**config.mk**
```make
export PLATFORM = sky130hd
export DESIGN_NAME = cordic_scheduler
export DESIGN_NICKNAME = d
export VERILOG_FILES = /design/src/rtl/cordic_scheduler.sv
export SDC_FILE = /design/constraint.sdc
export NUM_CORES = 1
export LEC_CHECK = 0
export ABC_CLOCK_PERIOD_IN_PS = 4300
export BUFFER_PORTS_ARGS = -buffer_cell sky130_fd_sc_hd__buf_2
export CAP_MARGIN = 20
export CORE_MARGIN = 1.5
export CORE_UTILIZATION = 40
export CTS_BUF_LIST = sky130_fd_sc_hd__clkbuf_2
export DETAILED_ROUTE_END_ITERATION = 6
export PLACE_DENSITY_LB_ADDON = 0.25
export RECOVER_POWER = 25
export SYNTH_ARGS = -nofsm -noshare
export SYNTH_HDL_FRONTEND = slang
export SYNTH_SLANG_ARGS = --single-unit
```
**constraint.sdc**
```tcl
create_clock -name clk -period 4.3 [get_ports clk]
set_input_delay 0.86 -clock clk [delete_from_list [all_inputs] [get_ports clk]]
set_output_delay 0.86 -clock clk [all_outputs]
set_load 0.05 [all_outputs]
```
**src/rtl/cordic_scheduler.sv**
```systemverilog
// Round-robin scheduler sharing one iterative CORDIC sin/cos core among N_REQ requesters.
// Optional RUN-state watchdog: define CORDIC_SCHED_TIMEOUT_EN to enable it.

module cordic_scheduler #(
    parameter int                 N_REQ   = 4,
    parameter int                 ID_W    = 2,
    parameter logic signed [17:0] HALF_PI = 18'sh1921F,
    parameter int                 TIMEOUT = 64
) (
    input  logic                  clk,
    input  logic                  rst_n,
    input  logic [N_REQ-1:0]      req_valid,
    output logic [N_REQ-1:0]      req_ready,
    input  logic [18*N_REQ-1:0]   req_angle,
    output logic                  rsp_valid,
    input  logic                  rsp_ready,
    output logic [ID_W-1:0]       rsp_id,
    output logic [17:0]           rsp_cos,
    output logic [17:0]           rsp_sin,
    output logic                  rsp_err,
    output logic                  core_init,
    output logic [17:0]           core_angle,
    input  logic                  core_done,
    input  logic [17:0]           core_cos,
    input  logic [17:0]           core_sin
);

    if (N_REQ < 2 || N_REQ > 8 || (1 << ID_W) < N_REQ || TIMEOUT < 1) begin : g_bad_params
        $error("cordic_scheduler: illegal parameter combination");
    end

    typedef enum logic [1:0] {IDLE, INIT, RUN, RESP} state_e;

    localparam logic signed [17:0] NEG_HALF_PI = -HALF_PI;

    state_e          state_q, state_d;
    logic [ID_W-1:0] rr_ptr_q, rr_ptr_d;
    logic [ID_W-1:0] rsp_id_q, rsp_id_d;
    logic [17:0]     core_angle_q, core_angle_d;
    logic [17:0]     rsp_cos_q, rsp_cos_d;
    logic [17:0]     rsp_sin_q, rsp_sin_d;
    logic            rsp_valid_q, rsp_valid_d;
    logic            rsp_err_q, rsp_err_d;

`ifdef CORDIC_SCHED_TIMEOUT_EN
    localparam int CNT_W = $clog2(TIMEOUT + 1);
    logic [CNT_W-1:0] to_cnt_q, to_cnt_d;
`endif

    logic [17:0]        angle_arr [N_REQ];
    logic               grant_vld;
    logic [ID_W-1:0]    grant_idx;
    logic [ID_W-1:0]    cand;
    logic signed [17:0] grant_angle;
    logic               angle_oor;

    always_comb begin
        for (int k = 0; k < N_REQ; k++) begin
            angle_arr[k] = req_angle[18*k +: 18];
        end
    end

    // First valid requester at or after rr_ptr, wrapping at N_REQ.
    always_comb begin
        grant_vld = 1'b0;
        grant_idx = rr_ptr_q;
        cand      = rr_ptr_q;
        for (int i = 0; i < N_REQ; i++) begin
            if (!grant_vld && req_valid[cand]) begin
                grant_vld = 1'b1;
                grant_idx = cand;
            end
            cand = (cand == ID_W'(N_REQ - 1)) ? '0 : cand + ID_W'(1);
        end
    end

    assign grant_angle = $signed(angle_arr[grant_idx]);
    assign angle_oor   = (grant_angle > HALF_PI) || (grant_angle < NEG_HALF_PI);

    // req_ready is decoded from state, so it is explicitly masked while reset is held.
    always_comb begin
        req_ready = '0;
        if (rst_n && state_q == IDLE && grant_vld) begin
            req_ready[grant_idx] = 1'b1;
        end
    end

    // NOTE: every variable gets its default before the case; a missed branch would otherwise infer a latch.
    always_comb begin
        state_d      = state_q;
        rr_ptr_d     = rr_ptr_q;
        rsp_id_d     = rsp_id_q;
        core_angle_d = core_angle_q;
        rsp_cos_d    = rsp_cos_q;
        rsp_sin_d    = rsp_sin_q;
        rsp_valid_d  = rsp_valid_q;
        rsp_err_d    = rsp_err_q;
`ifdef CORDIC_SCHED_TIMEOUT_EN
        to_cnt_d     = to_cnt_q;
`endif
        unique case (state_q)
            IDLE: begin
                if (grant_vld) begin
                    core_angle_d = angle_arr[grant_idx];
                    rsp_id_d     = grant_idx;
                    if (angle_oor) begin
                        rsp_err_d   = 1'b1;
                        rsp_cos_d   = '0;
                        rsp_sin_d   = '0;
                        rsp_valid_d = 1'b1;
                        state_d     = RESP;
                    end else begin
                        state_d = INIT;
                    end
                end
            end
            INIT: begin
`ifdef CORDIC_SCHED_TIMEOUT_EN
                to_cnt_d = '0;
`endif
                state_d = RUN;
            end
            RUN: begin
                // Core outputs are only trustworthy on the first done cycle.
                if (core_done) begin
                    rsp_cos_d   = core_cos;
                    rsp_sin_d   = core_sin;
                    rsp_err_d   = 1'b0;
                    rsp_valid_d = 1'b1;
                    state_d     = RESP;
                end
`ifdef CORDIC_SCHED_TIMEOUT_EN
                else if (to_cnt_q == CNT_W'(TIMEOUT - 1)) begin
                    rsp_cos_d   = '0;
                    rsp_sin_d   = '0;
                    rsp_err_d   = 1'b1;
                    rsp_valid_d = 1'b1;
                    state_d     = RESP;
                end else begin
                    to_cnt_d = to_cnt_q + CNT_W'(1);
                end
`endif
            end
            RESP: begin
                if (rsp_ready) begin
                    rsp_valid_d = 1'b0;
                    rr_ptr_d    = (rsp_id_q == ID_W'(N_REQ - 1)) ? '0 : rsp_id_q + ID_W'(1);
                    state_d     = IDLE;
                end
            end
            default: state_d = IDLE;
        endcase
    end

    // NOTE: state registers use non-blocking assignments so every flop samples pre-edge values.
    always_ff @(posedge clk or negedge rst_n) begin
        if (!rst_n) begin
            state_q      <= IDLE;
            rr_ptr_q     <= '0;
            rsp_id_q     <= '0;
            core_angle_q <= '0;
            rsp_cos_q    <= '0;
            rsp_sin_q    <= '0;
            rsp_valid_q  <= 1'b0;
            rsp_err_q    <= 1'b0;
`ifdef CORDIC_SCHED_TIMEOUT_EN
            to_cnt_q     <= '0;
`endif
        end else begin
            state_q      <= state_d;
            rr_ptr_q     <= rr_ptr_d;
            rsp_id_q     <= rsp_id_d;
            core_angle_q <= core_angle_d;
            rsp_cos_q    <= rsp_cos_d;
            rsp_sin_q    <= rsp_sin_d;
            rsp_valid_q  <= rsp_valid_d;
            rsp_err_q    <= rsp_err_d;
`ifdef CORDIC_SCHED_TIMEOUT_EN
            to_cnt_q     <= to_cnt_d;
`endif
        end
    end

    // Core is held in init everywhere except RUN, which also covers reset.
    assign core_init  = (state_q != RUN);
    assign core_angle = core_angle_q;
    assign rsp_valid  = rsp_valid_q;
    assign rsp_id     = rsp_id_q;
    assign rsp_cos    = rsp_cos_q;
    assign rsp_sin    = rsp_sin_q;
    assign rsp_err    = rsp_err_q;

endmodule

```
==> impl_results.md, run 1 <==
- Outcome: complete, but fails checks
- Failing checks: capacitance limit, slew limit
- Crit path time final: between 4 and 5 ns
- Max-slew violations: 63
- Vias per Instance: 4.92
- Synth Register Bits: 62
- Worst Max-Slew Pin Slew: 1.56 ns
- Clock Skews: just over 0.02 ns
- Num CTS Buffers: 9
- Synthesized area: a little under 4000 um2
- Worst setup SP type: flop
- DRT Pass-1 Iters: 5
- Total GRT Usage: roughly a fifth
- # fillers: about 910
- Main flop type after synthesis: dfrtp_1
- HP Class: flop to flop
- Synth Area in Compound Gates: 7.92%
- Syn nets: 541
- Peak per-stage delay on the critical path: slightly below 0.5 ns
- R2R Setup Slk: 0.37 ns
- Antenna violations before repair: 0
- Final hold violations: 0
- Int Pwr: 0.00224 W
- Cell Chain, Critical Path: ha_4 > mux2i_2 > mux2i_1 > or3_1 > o32a_1 > buf_12 > nor3_1 > buf_4
- Final worst-path cycle share: 95.3%
- Area share of fa/ha/maj cells after synthesis: ~1.9%
- ANT nets after route: 0
- Post-synthesis mux area share: roughly a quarter
- Worst path slowest cell: dfrtp_2
- WHS: 0.499 ns
- Vias in the first global route: 3538
- Iteration-0 DRC Markers: around 130
- Site row count: 35
- Commonest cells after routing, fill and taps aside: 176 x buf_2, 100 x nand2_1, 85 x mux2i_1
- Die X: 102 um
- Max_cap viols: 1
- Layout cell share with drive strength beyond 1: 36.6%
- # setup viols final: 0
- Post-synth ARST share: 100%
- Core area: around 9400 um2
- Grt ovf: 0
- Kind of critical path: flop to primary output
- Fmax: approximately 0.24 GHz
- DP HPWL: 8.02 mm
- Residual DRC: 0
- Proportion of power drawn by combinational gates: 73.8%
- Post-synthesis simple-gate area fraction: 16.9%
- Vias: around 3600
- First-pass GRT wire length: ~17 mm
- CTS tree: built
- Post-CTS Hold Fix Bufs: 0
- Commonest non-fill, non-tap cell in the layout: buf_2
- Post-CTS Setup Repair Bufs: 0
- Clock share of power: 7.0%
- Area grow syn2layout: 29.9%
- Leak: around 2.8 nW
- Largest family of logic cells by synthesized area: multiplexers
- Clock Tree Root: clkbuf_2
- Clk buf depth: 2
- Clock Latency Late Sink: 0.48 ns
- Post-Synth XOR/XNOR Area: 0.224%
- Avg Cell Area, Syn: 9.35 um2
- Diodes inserted: 0
- Die Ht: 102 um
- Syn Inst Count: 419
- Fin nets: 718
- Library cells used by synthesis: 57
- Worst EP arrival: 3.24 ns
- Unrepaired setup endpoints after global routing: no
- Initial Util: 41.8%
- Multi-input gate area: 2080 um2
- Flop pwr share: 19.2%
- Psw: 0.00253 W
- Final cell count without fillers: between 700 and 800
- Clock Sinks: 62
- Post-synth EDFFs: 0
- Die ar.: 10400 um2
- Sequential Area: 1550 um2
- Largest net degree at the start of global routing: 63
- Switching portion of total power: between 50% and 60%
- I/O pin count: 179
- Final wirelength: 10.6 mm
- Data required, critical path: ~3.4 ns
- Relative slew slack: -3.73%
- Synth Warn #: 0
- I/O Buffers: 178
- H-tree depth: 3
- Sequential share of the synthesized area: about two fifths
- Final RePlAce weighted congestion: between 0.8 and 0.9
- Placed cells: 714
- CP max FO: 34
- Peak VDD IR: around 0.53 mV
- Drt wl/cell: approximately 14 um
- Pwr dens: 939 nW/um2
- Clock-pin slew on the worst setup and hold paths: 0.16 ns
- CP Capture Type: primary output
area by class of cell:
type                       count  share of cell area [%]
clock buffer                  10                   0.984
multi-input combinational    287                    40.8
inverter                      48                    3.54
tap                          129                    3.17
sequential                    62                    30.5
clock inverter                 6                    1.03
timing repair buffer         188                    19.9
worst max-delay path: cells and delay by family, from the launching register on:
| family | cells | cell delay [ns] |
|---|---|---|
| and+or+nand+nor | 2 | 0.66 |
| DFF | 1 | 0.49 |
| muxes | 2 | 0.49 |
| buffers and inverters | 2 | 0.44 |
| adders and majority gates | 1 | 0.35 |
| AOI/OAI and AO/OA | 1 | 0.34 |
sequential cells by signal, summed over array words and instances, names as in the netlist:
signal and cells:
rr_ptr_q 2, rsp_err 1, rsp_valid 1, rsp_id 2, rsp_cos 18, state_q 2
rsp_sin 18, core_angle 18
synthesized netlist by cell type, drive strengths merged, types with 2 or more instances:
cell      n  area, um2
nand4     5       31.3
dfrtp    62       1550
mux2      8       90.1
o311ai    2       17.5
nand3     5       25.0
inv      48        180
nor3b     2       20.0
clkbuf    7       26.3
or3       3       23.8
nor2      9       33.8
nor2b     3       18.8
a31oi     5       46.3
o211ai    3       22.5
ha        6       75.1
buf      15        108
o21a      2       15.0
a32oi     3       26.3
a211oi    2       15.0
o21ai     7       35.0
nor4      3       25.0
or4       3       22.5
nor3      4       20.0
mux2i    87        883
and2      3       18.8
nand2   100        375
a21oi     3       15.0
cell families (layout without fill, tap and decap cells):
group	Yosys count	count (layout)
compound gates	38	38
xor+xnor	1	1
fa+ha+maj	6	6
buf+inv	70	252
flops	62	62
mux	96	96
simple gates	146	146
layer usage:
metal / wire [um] / track usage [%] / up-vias
met4: 189 / 6.43 / 0
met2: 5330 / 35.1 / 111
met1: 4530 / 25.4 / 1686
met5: 0 / 0 / -
met3: 514 / 4.79 / 17
li1: - / - / 1780
final timing paths:
check	from	to	cells past startpoint
setup / recovery	rr_ptr_q[1]$_DFFE_PN0P_	req_ready[0]	8
setup reg to reg	rr_ptr_q[1]$_DFFE_PN0P_	rsp_cos[14]$_DFFE_PN0P_	14
hold reg to reg	core_angle[1]$_DFFE_PN0P_	core_angle[1]$_DFFE_PN0P_	2
hold / removal	core_angle[1]$_DFFE_PN0P_	core_angle[1]$_DFFE_PN0P_	2
min in group asynchronous	rst_n	core_angle[8]$_DFFE_PN0P_	2
max in group asynchronous	rst_n	rr_ptr_q[1]$_DFFE_PN0P_	2
power by group through the flow:
stage	sequential, W	clock, W	combinational, W
after floorplan	0.00148	0	0.00218
after global routing	0.000938	0.000381	0.00379
after detailed placement	0.000917	0	0.00351
after global placement	0.000913	0	0.00344
after CTS	0.000912	0.000351	0.00353
final	0.000916	0.000333	0.00353
stage by stage:
| step | total power, W | utilization [%] | TNS (ns) | worst slack [ns] | cell area (um2) |
|---|---|---|---|---|---|
| after floorplan | 0.00366 | - | -0.525 | -0.262 | 3920 |
| after global placement | 0.00435 | 53.0 | 0 | 0.196 | 4970 |
| after detailed placement | 0.00443 | 53.0 | 0 | 0.0374 | 4970 |
| after CTS | 0.00479 | 54.2 | 0 | 0.0122 | 5080 |
| after global routing | 0.00511 | 54.3 | 0 | 0.0342 | 5090 |
| final | 0.00478 | 54.3 | 0 | 0.204 | 5090 |
timing repair:
action / 4_1_cts / 5_1_grt
hold endpoints to repair: 0 / 0
resized for setup: 3 / 2
setup endpoints to repair: 2 / 2
No activity file was read; power rests on OpenSTA's default activity.
==> run 2, diff against run 1 <==
Settings changed: CTS_BUF_LIST sky130_fd_sc_hd__clkbuf_2 to sky130_fd_sc_hd__clkbuf_4 sky130_fd_sc_hd__clkbuf_8.
==> run 2 against run 1 <==
Effect of this change: the run still ends with capacitance limit, slew limit left; clock-buffer cell count increased by 2; setup slack got worse by 0.045 ns; first-iteration DRC count decreased by 3.1%; cell count unchanged; highest routed layer unchanged.
==> impl_results.md, run 2 (same netlist as run 1, synthesis figures left out) <==
- Outcome: complete, but fails checks
- Failing checks: capacitance limit, slew limit
- Clock Skews: between 0.006 and 0.007 ns
- Fmax: 0.241 GHz
- Max_cap viols: 1
- Final RePlAce weighted congestion: approximately 0.85
- Post-DP Area: about 5000 um2
- CP Capture Type: primary output
- Die ar.: 10400 um2
- CTS tree: built
- I/O Buffers: ~180
- WHS: 0.479 ns
- Proportion of power drawn by combinational gates: 71.0%
- Clk buf depth: 2
- Die Ht: 102 um
- R2R depth: 15
- Worst EP arrival: 3.28 ns
- DRT Pass-1 Iters: 4
- Iteration-0 DRC Markers: 127
- R2R Setup Slk: 0.22 ns
- Core area: around 9400 um2
- Kind of critical path: flop to primary output
- HP Class: flop to flop
- Commonest non-fill, non-tap cell in the layout: buf_2
- Flop pwr share: between 10% and 20%
- Hold depth: 2
- Site row count: 35
- Grt ovf: 0
- Leak: 2.84 nW
- H-tree depth: 3
- Num CTS Buffers: 9
- Switching portion of total power: 51.4%
- Post-route core utilization: 55.2%
- Clock Tree Root: clkbuf_8
- Fin nets: 718
- DP HPWL: 8.02 mm
- Data required, critical path: 3.44 ns
- I/O pin count: 179
- Pwr dens: 954 nW/um2
- First-pass GRT wire length: 16.7 mm
- Diodes inserted: 0
- Antenna violations before repair: 0
- Reg2reg end: rsp_sin[2]$_DFFE_PN0P_
- Final hold violations: 0
- Vias per Instance: 4.94
- Layout cell share with drive strength beyond 1: 36.6%
- Hold-critical path endpoint: core_angle[1]$_DFFE_PN0P_
- Power, Total: 0.00494 W
- Clock Latency Late Sink: between 0.3 and 0.4 ns
- Vias in the first global route: 3557
- Unrepaired setup endpoints after global routing: no
- Total GRT Usage: a little over 20%
- CP max FO: 34
- Peak VDD IR: 0.541 mV
- Commonest cells after routing, fill and taps aside: 177 x buf_2, 100 x nand2_1, 86 x mux2i_1
- Residual DRC: 0
- Setup tns final: 0 ns
- Largest net degree at the start of global routing: 63
- Int Pwr: 0.00240 W
- # setup viols final: 0
- Worst Max-Slew Pin Slew: about 1.6 ns
- Drt wl/cell: 14.4 um
- Clock-pin slew on the worst setup and hold paths: 0.07 ns
- RR Startpoint: rr_ptr_q[1]$_DFFE_PN0P_
- Worst setup SP type: flop
- Crit path time final: 4.14 ns
- Max-slew violations: between 60 and 70
- Post-route cell area: between 5000 and 6000 um2
- ANT nets after route: 0
- Vias: ~3600
- Final worst-path cycle share: a little over nine tenths
- Clock share of power: a little over a tenth
- Area grow syn2layout: 32.1%
- Relative slew slack: -4.21%
- Initial Util: between 40% and 50%
- Clock Sinks: 62
- Die X: 102 um
- Psw: 0.00254 W
- Post-CTS Hold Fix Bufs: 0
- Final wirelength: 10.5 mm
- Hold path startpoint: core_angle[1]$_DFFE_PN0P_
run 2: routing by layer:
metal | part of all wire [%] | global-route usage, % | up-vias | wire (um)
li1 | - | - | 1777 | -
met1 | 43 | 25.4 | 1696 | 4510
met2 | 51 | 34.7 | 119 | 5300
met3 | 4.8 | 4.38 | 17 | 501
met4 | 1.7 | 7.17 | 0 | 178
met5 | 0 | 0 | - | 0
run 2: layout make-up:
| type | instances | area [um2] |
|---|---|---|
| multi-input cells | 287 | 2060 |
| flip-flops and latches | 62 | 1550 |
| clock buffers | 12 | 159 |
| well taps | 129 | 161 |
| clock inverters | 4 | 45.0 |
| repair buffers | 188 | 1010 |
| inverters | 48 | 180 |
| fillers | 896 | 4200 |
run 2: worst max-delay path, stage by stage (launching register included):
cell	delay, ns
dfrtp_1	0.46
ha_2	0.48
mux2i_1	0.33
mux2i_1	0.20
or3_1	0.42
o32a_1	0.34
buf_12	0.19
nor3_1	0.23
buf_2	0.31
run 2: metrics by stage:
stage	cells	setup WS, ns
after floorplan	419	-0.262
after global placement	714	0.196
after detailed placement	714	0.0374
after CTS	730	0.0898
after global routing	730	0.0121
final	730	0.159
run 2: power by group through the flow:
stage          Combinational, W  Sequential (W)  Clock [W]
2_1_floorplan           0.00218         0.00148          0
5_1_grt                 0.00377        0.000935   0.000565
3_5_place_dp            0.00351        0.000917          0
3_3_place_gp            0.00344        0.000913          0
4_1_cts                 0.00352        0.000914   0.000536
6_report                0.00350        0.000915   0.000517
run 2: worst max-delay path by stage:
stage	from	endpoint	slack (ns)	cells after the start
after CTS	rr_ptr_q[1]$_DFFE_PN0P_	req_ready[0]	0.09	8
after global routing	rr_ptr_q[1]$_DFFE_PN0P_	rsp_sin[16]$_DFFE_PN0P_	0.01	15
final	rr_ptr_q[1]$_DFFE_PN0P_	req_ready[0]	0.16	8
after detailed placement	req_valid[1]	rsp_sin[2]$_DFFE_PN0P_	0.04	14
after global placement	req_valid[3]	rsp_sin[5]$_DFFE_PN0P_	0.20	14
after floorplan	req_valid[3]	req_ready[0]	-0.26	7
run 2: what timing repair did:
item,4_1_cts,5_1_grt
resized for setup,0,1
hold endpoints to repair,0,0
setup buffers,0,0
setup endpoints to repair,0,37
==> run 3, diff against run 2 <==
Settings changed: BUFFER_PORTS_ARGS -buffer_cell sky130_fd_sc_hd__buf_2 to -buffer_cell sky130_fd_sc_hd__buf_4, CTS_CLUSTER_SIZE set to 16.
==> run 3 against run 2 <==
Effect of this change: power up 3.4%; utilization up 5.0 points; cell count up 0.41%; setup slack better by 0.10 ns; die area unchanged; sequential share of layout area down 2.5 points; the flow still finishes with violations (capacitance limit, slew limit); clock-buffer cell count down 2; sequential power up 0.7%; critical endpoint unchanged; flip-flop and latch count unchanged; first-iteration DRC count down 6.3%; largest cell class unchanged.
==> impl_results.md, run 3 (same netlist as run 1, synthesis figures left out) <==
- Residual DRC: 0
- ANT nets after route: 0
- Int Pwr: 0.00256 W
- # setup viols final: 0
- Antenna violations before repair: 0
- Fin nets: 722
- Peak VDD IR: 0.519 mV
- Site row count: 35
- Hold path startpoint: core_angle[11]$_DFFE_PN0P_
- Layout cell share with drive strength beyond 1: 37.3%
- Data required, critical path: 3.44 ns
- I/O Buffers: 178
- Dpl ws: roughly 0.034 ns
- Iteration-0 DRC Markers: 119
- Failing checks: capacitance limit, slew limit
- Kind of critical path: flop to primary output
- DP HPWL: 8.40 mm
- CP Capture Type: primary output
- Final hold violations: 0
- CTS tree: built
- Diodes inserted: 0
- Hold-critical path endpoint: core_angle[11]$_DFFE_PN0P_
- Worst Max-Slew Pin Slew: 1.54 ns
- Clock share of power: 9.6%
- Clock Skews: 0.00534 ns
- Clock-pin slew on the worst setup and hold paths: 0.06 ns
- Vias in the first global route: 3620
- Placed cells: between 700 and 800
- Worst path slowest cell: dfrtp_1
- Fmax: 0.248 GHz
- Area grow syn2layout: 43.9%
- Setup tns final: 0 ns
- Die ar.: between 10000 and 15000 um2
- First-pass GRT wire length: 17.1 mm
- Final worst-path cycle share: 93.9%
- Cell Chain, Critical Path: ha_2 > buf_4 > mux2i_1 > mux2i_1 > or3_1 > o32a_1 > buf_12 > nor3_1 > buf_4
- Reg2reg end: rsp_cos[0]$_DFFE_PN0P_
- Largest net degree at the start of global routing: 63
- H-tree depth: 3
- Total GRT Usage: 20.9%
- DRT Pass-1 Iters: 4
- Multi-input gate area: slightly above 2000 um2
- Final worst-path setup slack: 0.261 ns
- Die Ht: 102 um
- Switching portion of total power: between 40% and 50%
- Final wirelength: 10.7 mm
- Initial Util: roughly two fifths
- Max_cap viols: 1
- RR Startpoint: rr_ptr_q[1]$_DFFE_PN0P_
- Leak: 2.97 nW
- I/O pin count: 179
- Hold depth: 2
- Relative slew slack: -2.66%
- Pwr dens: 905 nW/um2
- Commonest non-fill, non-tap cell in the layout: buf_4
- Commonest cells after routing, fill and taps aside: 186 x buf_4, 100 x nand2_1, 84 x mux2i_1
- Die X: 102 um
- Vias per Instance: ~5
- Proportion of power drawn by combinational gates: 72.3%
- Drt wl/cell: 14.6 um
- Clk buf depth: 2
- Vias: 3610
- R2R depth: 15
- Grt ovf: 0
- Outcome: complete, but fails checks
- Worst EP arrival: 3.18 ns
- # fillers: 854
- Core area: 9370 um2
- Worst setup SP type: flop
- Clock Latency Late Sink: 0.33 ns
- Max-slew violations: 63
- Final cell count without fillers: 733
- Sequential Area: 1550 um2
- CP max FO: 22
- WHS: 0.478 ns
- Num CTS Buffers: 9
- Psw: 0.00254 W
- R2R Setup Slk: between 0.2 and 0.3 ns
- Clock Sinks: 62
- Peak per-stage delay on the critical path: 0.45 ns
- Clock Tree Root: clkbuf_8
- Final RePlAce weighted congestion: 0.851
- Crit path time final: 4.04 ns
- HP Class: flop to flop
- Flop pwr share: 18.0%
- Unrepaired setup endpoints after global routing: no
## run 3: changes by cell type in the layout (fill, tap and decap cells not counted), sizes merged
cell / change
buf: +4
clkbuf: -2
clkinv: +1
## run 3: how the worst max path moves through the flow
stage	startpoint	endpoint	slack (ns)	cells after the start
6_report	rr_ptr_q[1]$_DFFE_PN0P_	req_ready[0]	0.26	9
5_1_grt	rr_ptr_q[1]$_DFFE_PN0P_	rsp_cos[5]$_DFFE_PN0P_	0.03	15
4_1_cts	rr_ptr_q[1]$_DFFE_PN0P_	rsp_cos[2]$_DFFE_PN0P_	0.22	14
3_5_place_dp	req_valid[1]	rsp_sin[10]$_DFFE_PN0P_	0.03	14
3_3_place_gp	req_valid[3]	rsp_sin[17]$_DFFE_PN0P_	0.15	13
2_1_floorplan	req_valid[3]	req_ready[0]	-0.26	7
## run 3: power groups by stage
stage / Combinational, W / Clock (W) / Sequential (W)
after detailed placement: 0.00367 / 0 / 0.000925
after global placement: 0.00361 / 0 / 0.000925
after CTS: 0.00367 / 0.000507 / 0.000922
final: 0.00369 / 0.000491 / 0.000921
after global routing: 0.00401 / 0.000530 / 0.000944
after floorplan: 0.00218 / 0 / 0.00148
## run 3: layout make-up
| class | instances | area share, % |
|---|---|---|
| clock inverters | 5 | 0.888 |
| multi-input cells | 287 | 36.7 |
| repair buffers | 192 | 26.3 |
| well taps | 129 | 2.86 |
| clock buffers | 10 | 2.44 |
| flip-flops and latches | 62 | 27.5 |
| inverters | 48 | 3.20 |
## run 3: metrics by stage
stage | area (um2) | utilization [%] | total power, W
detailed placement | 5430 | 57.9 | 0.00459
CTS | 5620 | 59.9 | 0.00510
finish | 5640 | 60.1 | 0.00510
global route | 5640 | 60.1 | 0.00548
global placement | 5430 | 57.9 | 0.00453
floorplan | 3920 | - | 0.00366
## run 3: timing repair
item	4_1_cts	5_1_grt
hold buffers	0	0
buffers inserted	0	2
hold endpoints to repair	0	0
gates resized for setup	0	3
setup endpoints to repair	0	37
## run 3: worst max-delay path, delay by kind of cell (launching register included)
family | cells | cell delay, ns
AO/OA/AOI/OAI | 1 | 0.40
adder cells (fa/ha/maj) | 1 | 0.44
buffers and inverters | 3 | 0.61
flip-flops | 1 | 0.45
multiplexers | 2 | 0.34
AND/OR/NAND/NOR | 2 | 0.60
## run 3: routing by layer
layer | GRT usage [%] | wire [um] | up-vias
met5 | 0 | 0 | -
met4 | 7.38 | 229 | 0
met3 | 4.72 | 514 | 20
met2 | 36.6 | 5510 | 101
met1 | 25.5 | 4430 | 1706
li1 | - | - | 1783
